[src/rtl/dpram_stream_reader_pkg.sv]
// Shared definitions for the dual-port RAM port-B stream reader:
// FSM state encoding and default widths.
package dpram_stream_pkg;

  localparam int DEF_ADDR_W = 8;
  localparam int DEF_DATA_W = 16;

  typedef enum logic [1:0] {
    ST_IDLE  = 2'd0,
    ST_RUN   = 2'd1,
    ST_DRAIN = 2'd2,
    ST_DONE  = 2'd3
  } state_t;

endpackage

[src/rtl/dpram_stream_reader_fifo.sv]
// Small synchronous FIFO that absorbs RAM read returns under backpressure.
// Head word is taken straight from storage registers and forced to zero when empty.
module dpram_stream_fifo #(
  parameter int DEPTH  = 4,
  parameter int DATA_W = 16,
  localparam int PTR_W = (DEPTH > 1) ? $clog2(DEPTH) : 1,
  localparam int CNT_W = $clog2(DEPTH + 1)
) (
  input  logic              clk,
  input  logic              rst,
  input  logic              i_push,
  input  logic [DATA_W-1:0] i_wdata,
  input  logic              i_pop,
  output logic [DATA_W-1:0] o_rdata,
  output logic [CNT_W-1:0]  o_count,
  output logic              o_empty,
  output logic              o_full
);

  logic [DATA_W-1:0] r_mem [DEPTH];
  logic [PTR_W-1:0]  r_wr_ptr;
  logic [PTR_W-1:0]  r_rd_ptr;
  logic [CNT_W-1:0]  r_count;
  logic              w_push;
  logic              w_pop;

  function automatic logic [PTR_W-1:0] ptr_inc(input logic [PTR_W-1:0] p);
    return (p == PTR_W'(DEPTH - 1)) ? '0 : p + PTR_W'(1);
  endfunction

  assign o_empty = (r_count == '0);
  assign o_full  = (r_count == CNT_W'(DEPTH));
  assign o_count = r_count;
  assign w_push  = i_push && !o_full;
  assign w_pop   = i_pop && !o_empty;
  assign o_rdata = o_empty ? '0 : r_mem[r_rd_ptr];

  always_ff @(posedge clk) begin
    if (rst) begin
      r_wr_ptr <= '0;
      r_rd_ptr <= '0;
      r_count  <= '0;
    end else begin
      if (w_push) r_wr_ptr <= ptr_inc(r_wr_ptr);
      if (w_pop)  r_rd_ptr <= ptr_inc(r_rd_ptr);
      if (w_push && !w_pop)      r_count <= r_count + CNT_W'(1);
      else if (w_pop && !w_push) r_count <= r_count - CNT_W'(1);
    end
  end

  // storage is data only; emptiness is tracked by the reset count
  always_ff @(posedge clk) begin
    if (w_push) r_mem[r_wr_ptr] <= i_wdata;
  end

endmodule

[src/rtl/dpram_stream_reader.sv]
// Reads LEN consecutive words from RAM port B starting at BASE and streams them
// out on valid/ready; read issue is credit-limited so the FIFO never overflows.
module dpram_stream_reader
  import dpram_stream_pkg::*;
#(
  parameter int ADDR_W     = DEF_ADDR_W,
  parameter int DATA_W     = DEF_DATA_W,
  parameter int FIFO_DEPTH = 4
) (
  input  logic              clk,
  input  logic              rst,
  input  logic              start,
  input  logic [ADDR_W-1:0] base_addr,
  input  logic [ADDR_W:0]   length,
  output logic [ADDR_W-1:0] mem_addr,
  output logic              mem_rd,
  input  logic [DATA_W-1:0] mem_dat,
  output logic [DATA_W-1:0] out_dat,
  output logic              out_valid,
  input  logic              out_ready,
  output logic              busy,
  output logic              done
);

  localparam int CNT_W = $clog2(FIFO_DEPTH + 1);

  state_t            r_state;
  state_t            w_state_nxt;
  logic [ADDR_W-1:0] r_addr;
  logic [ADDR_W-1:0] r_addr_hold;
  logic [ADDR_W:0]   r_remaining;
  logic              r_inflight;
  logic              w_issue;
  logic              w_credit;
  logic              w_pop;
  logic              w_empty;
  logic              w_full;
  logic [CNT_W-1:0]  w_count;
  logic [CNT_W:0]    w_used;

  // registered count only: a same-cycle pop does not release a credit
  assign w_used   = {1'b0, w_count} + (CNT_W + 1)'(r_inflight);
  assign w_credit = (w_used < (CNT_W + 1)'(FIFO_DEPTH));

  always_ff @(posedge clk) begin
    if (rst) r_state <= ST_IDLE;
    else     r_state <= w_state_nxt;
  end

  always_comb begin
    w_state_nxt = r_state;
    w_issue     = 1'b0;
    unique case (r_state)
      ST_IDLE: begin
        if (start) w_state_nxt = (length == '0) ? ST_DONE : ST_RUN;
      end
      ST_RUN: begin
        w_issue = w_credit;
        if (w_credit && r_remaining == (ADDR_W + 1)'(1)) w_state_nxt = ST_DRAIN;
      end
      ST_DRAIN: begin
        if (!r_inflight && w_empty) w_state_nxt = ST_DONE;
      end
      ST_DONE:  w_state_nxt = ST_IDLE;
      default:  w_state_nxt = ST_IDLE;
    endcase
  end

  always_ff @(posedge clk) begin
    if (rst) begin
      r_inflight  <= 1'b0;
      r_addr_hold <= '0;
    end else begin
      r_inflight <= w_issue;
      if (w_issue) r_addr_hold <= r_addr;
    end
  end

  // run address and word count are loaded before use, so they carry no reset
  always_ff @(posedge clk) begin
    if (r_state == ST_IDLE && start) begin
      r_addr      <= base_addr;
      r_remaining <= length;
    end else if (w_issue) begin
      r_addr      <= r_addr + ADDR_W'(1);
      r_remaining <= r_remaining - (ADDR_W + 1)'(1);
    end
  end

  assign mem_rd    = w_issue;
  assign mem_addr  = w_issue ? r_addr : r_addr_hold;
  assign busy      = (r_state == ST_RUN) || (r_state == ST_DRAIN);
  assign done      = (r_state == ST_DONE);
  assign out_valid = !w_empty;
  assign w_pop     = out_valid && out_ready;

  dpram_stream_fifo #(
    .DEPTH  (FIFO_DEPTH),
    .DATA_W (DATA_W)
  ) u_fifo (
    .clk     (clk),
    .rst     (rst),
    .i_push  (r_inflight),
    .i_wdata (mem_dat),
    .i_pop   (w_pop),
    .o_rdata (out_dat),
    .o_count (w_count),
    .o_empty (w_empty),
    .o_full  (w_full)
  );

  a_no_overflow: assert property (@(posedge clk) disable iff (rst) !(r_inflight && w_full));

endmodule

[config.mk]
export PLATFORM = sky130hd
export DESIGN_NAME = dpram_stream_reader
export DESIGN_NICKNAME = d
export VERILOG_FILES = /design/src/rtl/dpram_stream_reader_pkg.sv /design/src/rtl/dpram_stream_reader_fifo.sv /design/src/rtl/dpram_stream_reader.sv
export SDC_FILE = /design/constraint.sdc
export NUM_CORES = 1
export LEC_CHECK = 0
export ABC_AREA = 1
export BUFFER_PORTS_ARGS = -buffer_cell sky130_fd_sc_hd__buf_2
export CAP_MARGIN = 20
export CORE_UTILIZATION = 57
export CTS_CLUSTER_DIAMETER = 150
export DETAILED_ROUTE_END_ITERATION = 10
export PLACE_DENSITY = 0.8
export RECOVER_POWER = 100
export SLEW_MARGIN = 20
export SYNTH_ARGS = -nofsm -noshare
export SYNTH_HDL_FRONTEND = slang
export SYNTH_SLANG_ARGS = --single-unit
[constraint.sdc]
create_clock -name clk -period 2 [get_ports clk]
set_input_delay 0.2 -clock clk [delete_from_list [all_inputs] [get_ports clk]]
set_output_delay 0.2 -clock clk [all_outputs]
set_load 0.02 [all_outputs]
Word-level counts from Yosys, hierarchy flattened
Memories as Yosys holds them, arrays and structs flattened. A register that Yosys moved wholly into a read port is not among the register bits. Cells that the tools add are included. W data, S select, Z words.

Add/sub/neg operators: 7. $lt $le $gt $ge: 1. Eq/ne operators: 10. Mux-type cells: 20. Reductions and logical operators: 20.

Operators by type and width (count): $mux W8 (3); $mux W9 (2); $mux W16 (1); $mux W2 (8); $eq A9 B1 Y1 const B (1); $logic_not A9 Y1 (1); $sub A9 B1 Y9 const B (1); $add A8 B1 Y8 const B (1); $eq A2 B2 Y1 const B (4); $logic_and A1 B1 Y1 (8); $pmux W2 S4 (1); $mux W3 (2); $ne A2 B2 Y1 const B (3); $logic_not A1 Y1 (5); $add A2 B1 Y2 const B (2); $add A3 B1 Y4 (1); $lt A4 B3 Y1 const B (1); $reduce_bool A2 Y1 (2); $add A3 B1 Y3 const B (1); $eq A3 B3 Y1 const B (1); $logic_not A3 Y1 (1); $mux W1 (3); $reduce_and A3 Y1 (1); $sub A3 B1 Y3 const B (1); other kinds (3) (3).

Flip-flop bits (word level): 35. Memory bits (writable): 64. Bits of input ports: 37. Output and inout port bits: 28. Memories: 1.

Memory list: u_fifo.r_mem (words 4, bits a word 16, rd ports 1, clocked after Yosys merged registers in 1, wr ports 1, RTL line dpram_stream_reader_fifo.sv:20) `logic [DATA_W-1:0] r_mem [DEPTH];`.

Depth between registers and ports, before layout
Word-level depth: 7. Gate-level depth with buffers: 12. Gate-level depth less buffers: 12.

By module
A second synthesis with hierarchy kept.

Cell total of the unflattened synthesis: 486. Area total of the unflattened synthesis: 4864.7 µm².

Modules (own cells, without submodules): dpram_stream_fifo (instances 1, cells an instance 276, area each 3054.2 µm², sequential area each 2102.0 µm²); dpram_stream_reader (instances 1, cells an instance 210, area each 1810.5 µm², sequential area each 730.7 µm²).

Least setup slack after synthesis
No wires, ideal clock.

Path kind: reg2reg. From: reg u_fifo.r_count[0], in the netlist u_fifo.o_count[0]. To: reg u_fifo.r_count[2], in the netlist u_fifo.o_count[2]. Library setup time: 0.070 ns. Data arrival time: 1.720 ns. Required time: 1.930 ns. Slack: 0.211 ns. Cell stages (with the launch flop): 12. Period minus slack after synthesis: 1.789 ns. Cell sequence: dfxtp_1 nor2_2 nand2_1 nand2_2 ha_1 inv_1 fa_1 nor2_1 nor2_1 nand2_1 o21ai_0 a21oi_1.

Longest elaborated chain between the ends: 7. Elaborated cells between the ends (all ways): 16. Those cells by class: add/sub: 2; eq/ne: 1; mux: 2; reduce/logical: 11.

RTL lines: from (decl) (RTL line dpram_stream_reader_fifo.sv:23) `logic [CNT_W-1:0] r_count;`; from (signal assigned) (RTL line dpram_stream_reader_fifo.sv:46) `if (w_push && !w_pop) r_count <= r_count + CNT_W'(1);`; from (signal assigned) (RTL line dpram_stream_reader_fifo.sv:47) `else if (w_pop && !w_push) r_count <= r_count - CNT_W'(1);`; $logic_not A3 Y1 (*) (RTL line dpram_stream_reader_fifo.sv:31) `assign o_empty = (r_count == '0);`; $logic_not A1 Y1 (*) (RTL line dpram_stream_reader.sv:94) `assign out_valid = !w_empty;`; named net out_valid (RTL line dpram_stream_reader.sv:19) `output logic out_valid,`; $logic_and A1 B1 Y1 (RTL line dpram_stream_reader.sv:95) `assign w_pop = out_valid && out_ready;`; $logic_and A1 B1 Y1 (*) (RTL line dpram_stream_reader_fifo.sv:35) `assign w_pop = i_pop && !o_empty;`; $logic_not A1 Y1 (RTL line dpram_stream_reader_fifo.sv:46); $logic_and A1 B1 Y1 (RTL line dpram_stream_reader_fifo.sv:46); $mux W3 / $reduce_bool A2 Y1 (equally long branches).

The timed path passes the listed nets; every way through them passes the cells marked *. The select of a mux whose other input is x is not followed. A chain may end at the register's enable or synchronous reset.

Worst setup path after layout
From: reg r_state[1]. To: out mem_addr[7].

Longest elaborated chain between the ends: 3.

RTL lines: from (decl) (RTL line dpram_stream_reader.sv:27) `state_t r_state;`; from (signal assigned) (RTL line dpram_stream_reader.sv:47) `else r_state <= w_state_nxt;`; $eq A2 B1 Y1 (RTL line dpram_stream_reader.sv:53) `unique case (r_state)`; $mux W1 (RTL line dpram_stream_reader.sv:53); $mux W8; to (decl) (RTL line dpram_stream_reader.sv:15) `output logic [ADDR_W-1:0] mem_addr,`.

Every way passes these cells.

==> metrics.txt <==
total routed wirelength 8.65 mm; total setup violations reported at the end of the flow 0; post-route DRC violation count 0; hold-fix buffers at CTS 0; total grt overflow 0; cell at the root of the clock tree sky130_fd_sc_hd__clkbuf_8; Max transition margin 56.1%; width of the chip 91.7 µm; later-pin clock latency in the skew report 0.37 ns; Detail Placement HPWL 5.67 mm; final core utilization 67.0%; clock tree from TritonCTS built; category of the critical setup timing path reg -> out; overall track demand over capacity in global routing 22.1%; Final Critical Period 1.90 ns; number of nets in the final layout 576; via-per-instance ratio 5.23; number of nets produced by synthesis 505; number of cell rows 32; CP Data Arrival Time 1.70 ns; slowest cell delay on critical path 0.37 ns; pin count of the biggest net entering global routing 27; fraction of power consumed by the clock network 17.3%; slowest cell on the critical path sky130_fd_sc_hd__dfxtp_2; number of unique standard cell types used by synthesis 31; largest fanout on the critical path 17; slew of the pin with the lowest slew margin 0.658 ns; footprint of the multi-input gates 0.00145 mm²; Worst IR Drop VDD 0.903 mV; status finished clean; flip-flop and latch count after synthesis 101; cell accounting for the most synthesized area sky130_fd_sc_hd__edfxtp_1; number of CTS-inserted buffers 9; maxcap violations 0; Yosys top cell area share 53.0%; total buffers and inverters traversed by the critical path 3; maximum count of clock buffers along a single path 2; via count of the first global-routing pass 3156; overall power consumption 7490 µW; area growth from synthesis to layout 13.4%; Seq. cell area 0.00284 mm²; count of final max-slew check failures 0; Syn. warnings 0; number of antenna-violating nets in the routed design 0; most frequent standard cell in the layout excluding fill and tap cells sky130_fd_sc_hd__nor2_1; leakage power total 0.00205 µW; share of post-route cells with drive strength above 1 15.1%; routed via count 3299; combinational share of power 41.6%; vertical extent of the die 91.7 µm; nature of the critical path startpoint flip-flop; synthesized netlist cell count 453; ant diodes 0; global-route wire length before repair 14.3 mm; number of hold violations in the final report 0; I/O pin total 65; relative contribution of sequential cells to total power 41.1%; number of filler instances in the final layout 607; number of cells after detailed placement 614; clock-pin slew on the worst setup and hold paths 0.11 ns; type of element capturing the critical path output pin; initial antenna violation count 0; data required time at the worst endpoint 1.80 ns; internal power contribution 4330 µW; initial core utilization 59.1%; starting DRC count in detailed routing 220; leading cell types in the layout, fill and taps excluded sky130_fd_sc_hd__nor2_1, sky130_fd_sc_hd__edfxtp_1, sky130_fd_sc_hd__o21ai_0; list of cells traversed by the critical path inv_1 -> ha_1 -> nand2_4 -> inv_4 -> a21oi_1 -> buf_2; top cell family by delay on the critical path buffers and inverters; power density normalized to cell area 1440 mW/mm²; average detailed-routed wire length per instance 13.7 µm; placeable core area 0.00777 mm²; weighted congestion at the end of routability-driven global placement 0.848; fmax 0.527 GHz; post-synthesis sequential area ratio 61.7%; Worst Hold Class in -> reg; non-filler cells, final 631; clock sink count 101; Netlist Area Pre-Place 0.00459 mm²; crit share post-route 94.8%; net switching component of the power 3160 µW; Sw Share 42.2%; area enclosed by the die boundary 0.00841 mm²; average cell area after synthesis 10.1 µm²; count of H-tree levels built during CTS 3; Max Clock Skew 0.0121 ns; count of TritonRoute iterations in the first routing pass 4; Synth area leaders sky130_fd_sc_hd__edfxtp_1, sky130_fd_sc_hd__dfxtp_1, sky130_fd_sc_hd__nor2_1, sky130_fd_sc_hd__o21ai_0, sky130_fd_sc_hd__inv_1; number of port buffers 64
==> final cells by class <==
type                    count  area share, %
multi-input cells         283           27.9
inverters                  53           3.87
clock buffers               9           2.38
repair buffers             76           7.24
well taps                 102           2.45
flip-flops and latches    101           54.5
clock inverters             7           1.61
==> final timing paths <==
kind | endpoint | startpoint | slack, ns | cells past startpoint
worst max-delay path | mem_addr[7] | r_state[1]$_SDFFE_PP0P_ | 0.10 | 6
worst min-delay path | u_fifo.r_mem[1][13]$_DFFE_PP_ | mem_dat[13] | 0.07 | 1
worst max register to register | u_fifo.o_count[1]$_SDFFE_PP0P_ | u_fifo.o_count[0]$_SDFFE_PP0P_ | 0.13 | 9
worst min register to register | u_fifo.o_count[1]$_SDFFE_PP0P_ | u_fifo.o_count[1]$_SDFFE_PP0P_ | 0.51 | 2
==> through the flow <==
stage	hold slack, ns	cell area [µm²]	setup TNS, ns	worst slack, ns
after global placement	0.410	5030	0	0.243
after detailed placement	0.416	5030	0	0.150
after global routing	0.0515	5200	-0.0564	-0.0492
after CTS	0.0179	5240	0	0.0107
after floorplan	0.273	4590	0	0.211
final	0.0698	5200	0	0.104
==> timing repair <==
| item | 4_1_cts | 5_1_grt |
|---|---|---|
| resized for setup | 0 | 8 |
| setup buffers | 0 | 1 |
| setup endpoints to repair | 0 | 13 |
==> metal layers <==
metal | share of wire [%] | GRT usage [%] | vias to the layer above
li1 | - | - | 1654
met1 | 44 | 28.6 | 1528
met2 | 49 | 36.4 | 97
met3 | 4.8 | 3.32 | 20
met4 | 2.5 | 10.9 | 0
met5 | 0 | 0 | -
==> synthesized netlist by cell type <==
| library cell | instances |
|---|---|
| sky130_fd_sc_hd__nor2_2 | 4 |
| sky130_fd_sc_hd__nand3b_1 | 1 |
| sky130_fd_sc_hd__o21ai_0 | 49 |
| sky130_fd_sc_hd__a211oi_2 | 2 |
| sky130_fd_sc_hd__nand3_1 | 9 |
| sky130_fd_sc_hd__dfxtp_1 | 20 |
| sky130_fd_sc_hd__fa_1 | 1 |
| sky130_fd_sc_hd__o21ai_1 | 3 |
| sky130_fd_sc_hd__inv_2 | 4 |
| sky130_fd_sc_hd__buf_6 | 2 |
| sky130_fd_sc_hd__buf_1 | 1 |
| sky130_fd_sc_hd__clkbuf_2 | 3 |
| sky130_fd_sc_hd__edfxtp_1 | 81 |
| sky130_fd_sc_hd__inv_1 | 48 |
| sky130_fd_sc_hd__buf_2 | 7 |
| sky130_fd_sc_hd__nor3_1 | 1 |
| sky130_fd_sc_hd__ha_1 | 14 |
| sky130_fd_sc_hd__xor2_1 | 6 |
| sky130_fd_sc_hd__a21oi_2 | 1 |
| sky130_fd_sc_hd__nand2_4 | 1 |
| sky130_fd_sc_hd__nor2_1 | 95 |
| sky130_fd_sc_hd__nand2_1 | 47 |
| sky130_fd_sc_hd__or2_2 | 1 |
| sky130_fd_sc_hd__buf_4 | 3 |
| sky130_fd_sc_hd__xnor2_1 | 3 |
| sky130_fd_sc_hd__inv_4 | 1 |
| sky130_fd_sc_hd__nand2_2 | 3 |
| sky130_fd_sc_hd__a21oi_1 | 32 |
| sky130_fd_sc_hd__o211a_1 | 1 |
| sky130_fd_sc_hd__a31oi_1 | 2 |
| sky130_fd_sc_hd__a211oi_1 | 7 |
==> flip-flops by register name, indices dropped and copies added, names as in the netlist, named ones only <==
name             count
u_fifo.r_wr_ptr      2
r_addr_hold          8
u_fifo.o_count       3
u_fifo.r_mem        64
r_state              2
r_inflight           1
r_addr               8
r_remaining          9
u_fifo.r_rd_ptr      2
==> power groups by stage <==
stage / registers [µW] / logic [µW] / clock network (µW)
after floorplan: 3050 / 2340 / 0
after global placement: 3090 / 3050 / 0
after detailed placement: 3110 / 3140 / 0
after CTS: 3060 / 3170 / 1320
after global routing: 3140 / 3490 / 1380
final: 3080 / 3110 / 1300
==> logic make-up after synthesis <==
family / after synthesis / synth area share, %
and+or+nand+nor: 162 / 14.2
buffers and inverters: 69 / 6.54
xor gates and xnor gates: 9 / 1.72
AOI/OAI and AO/OA: 97 / 11.5
DFF: 101 / 61.7
adders and majority gates: 15 / 4.25
Power figures use the tool's default switching activity.
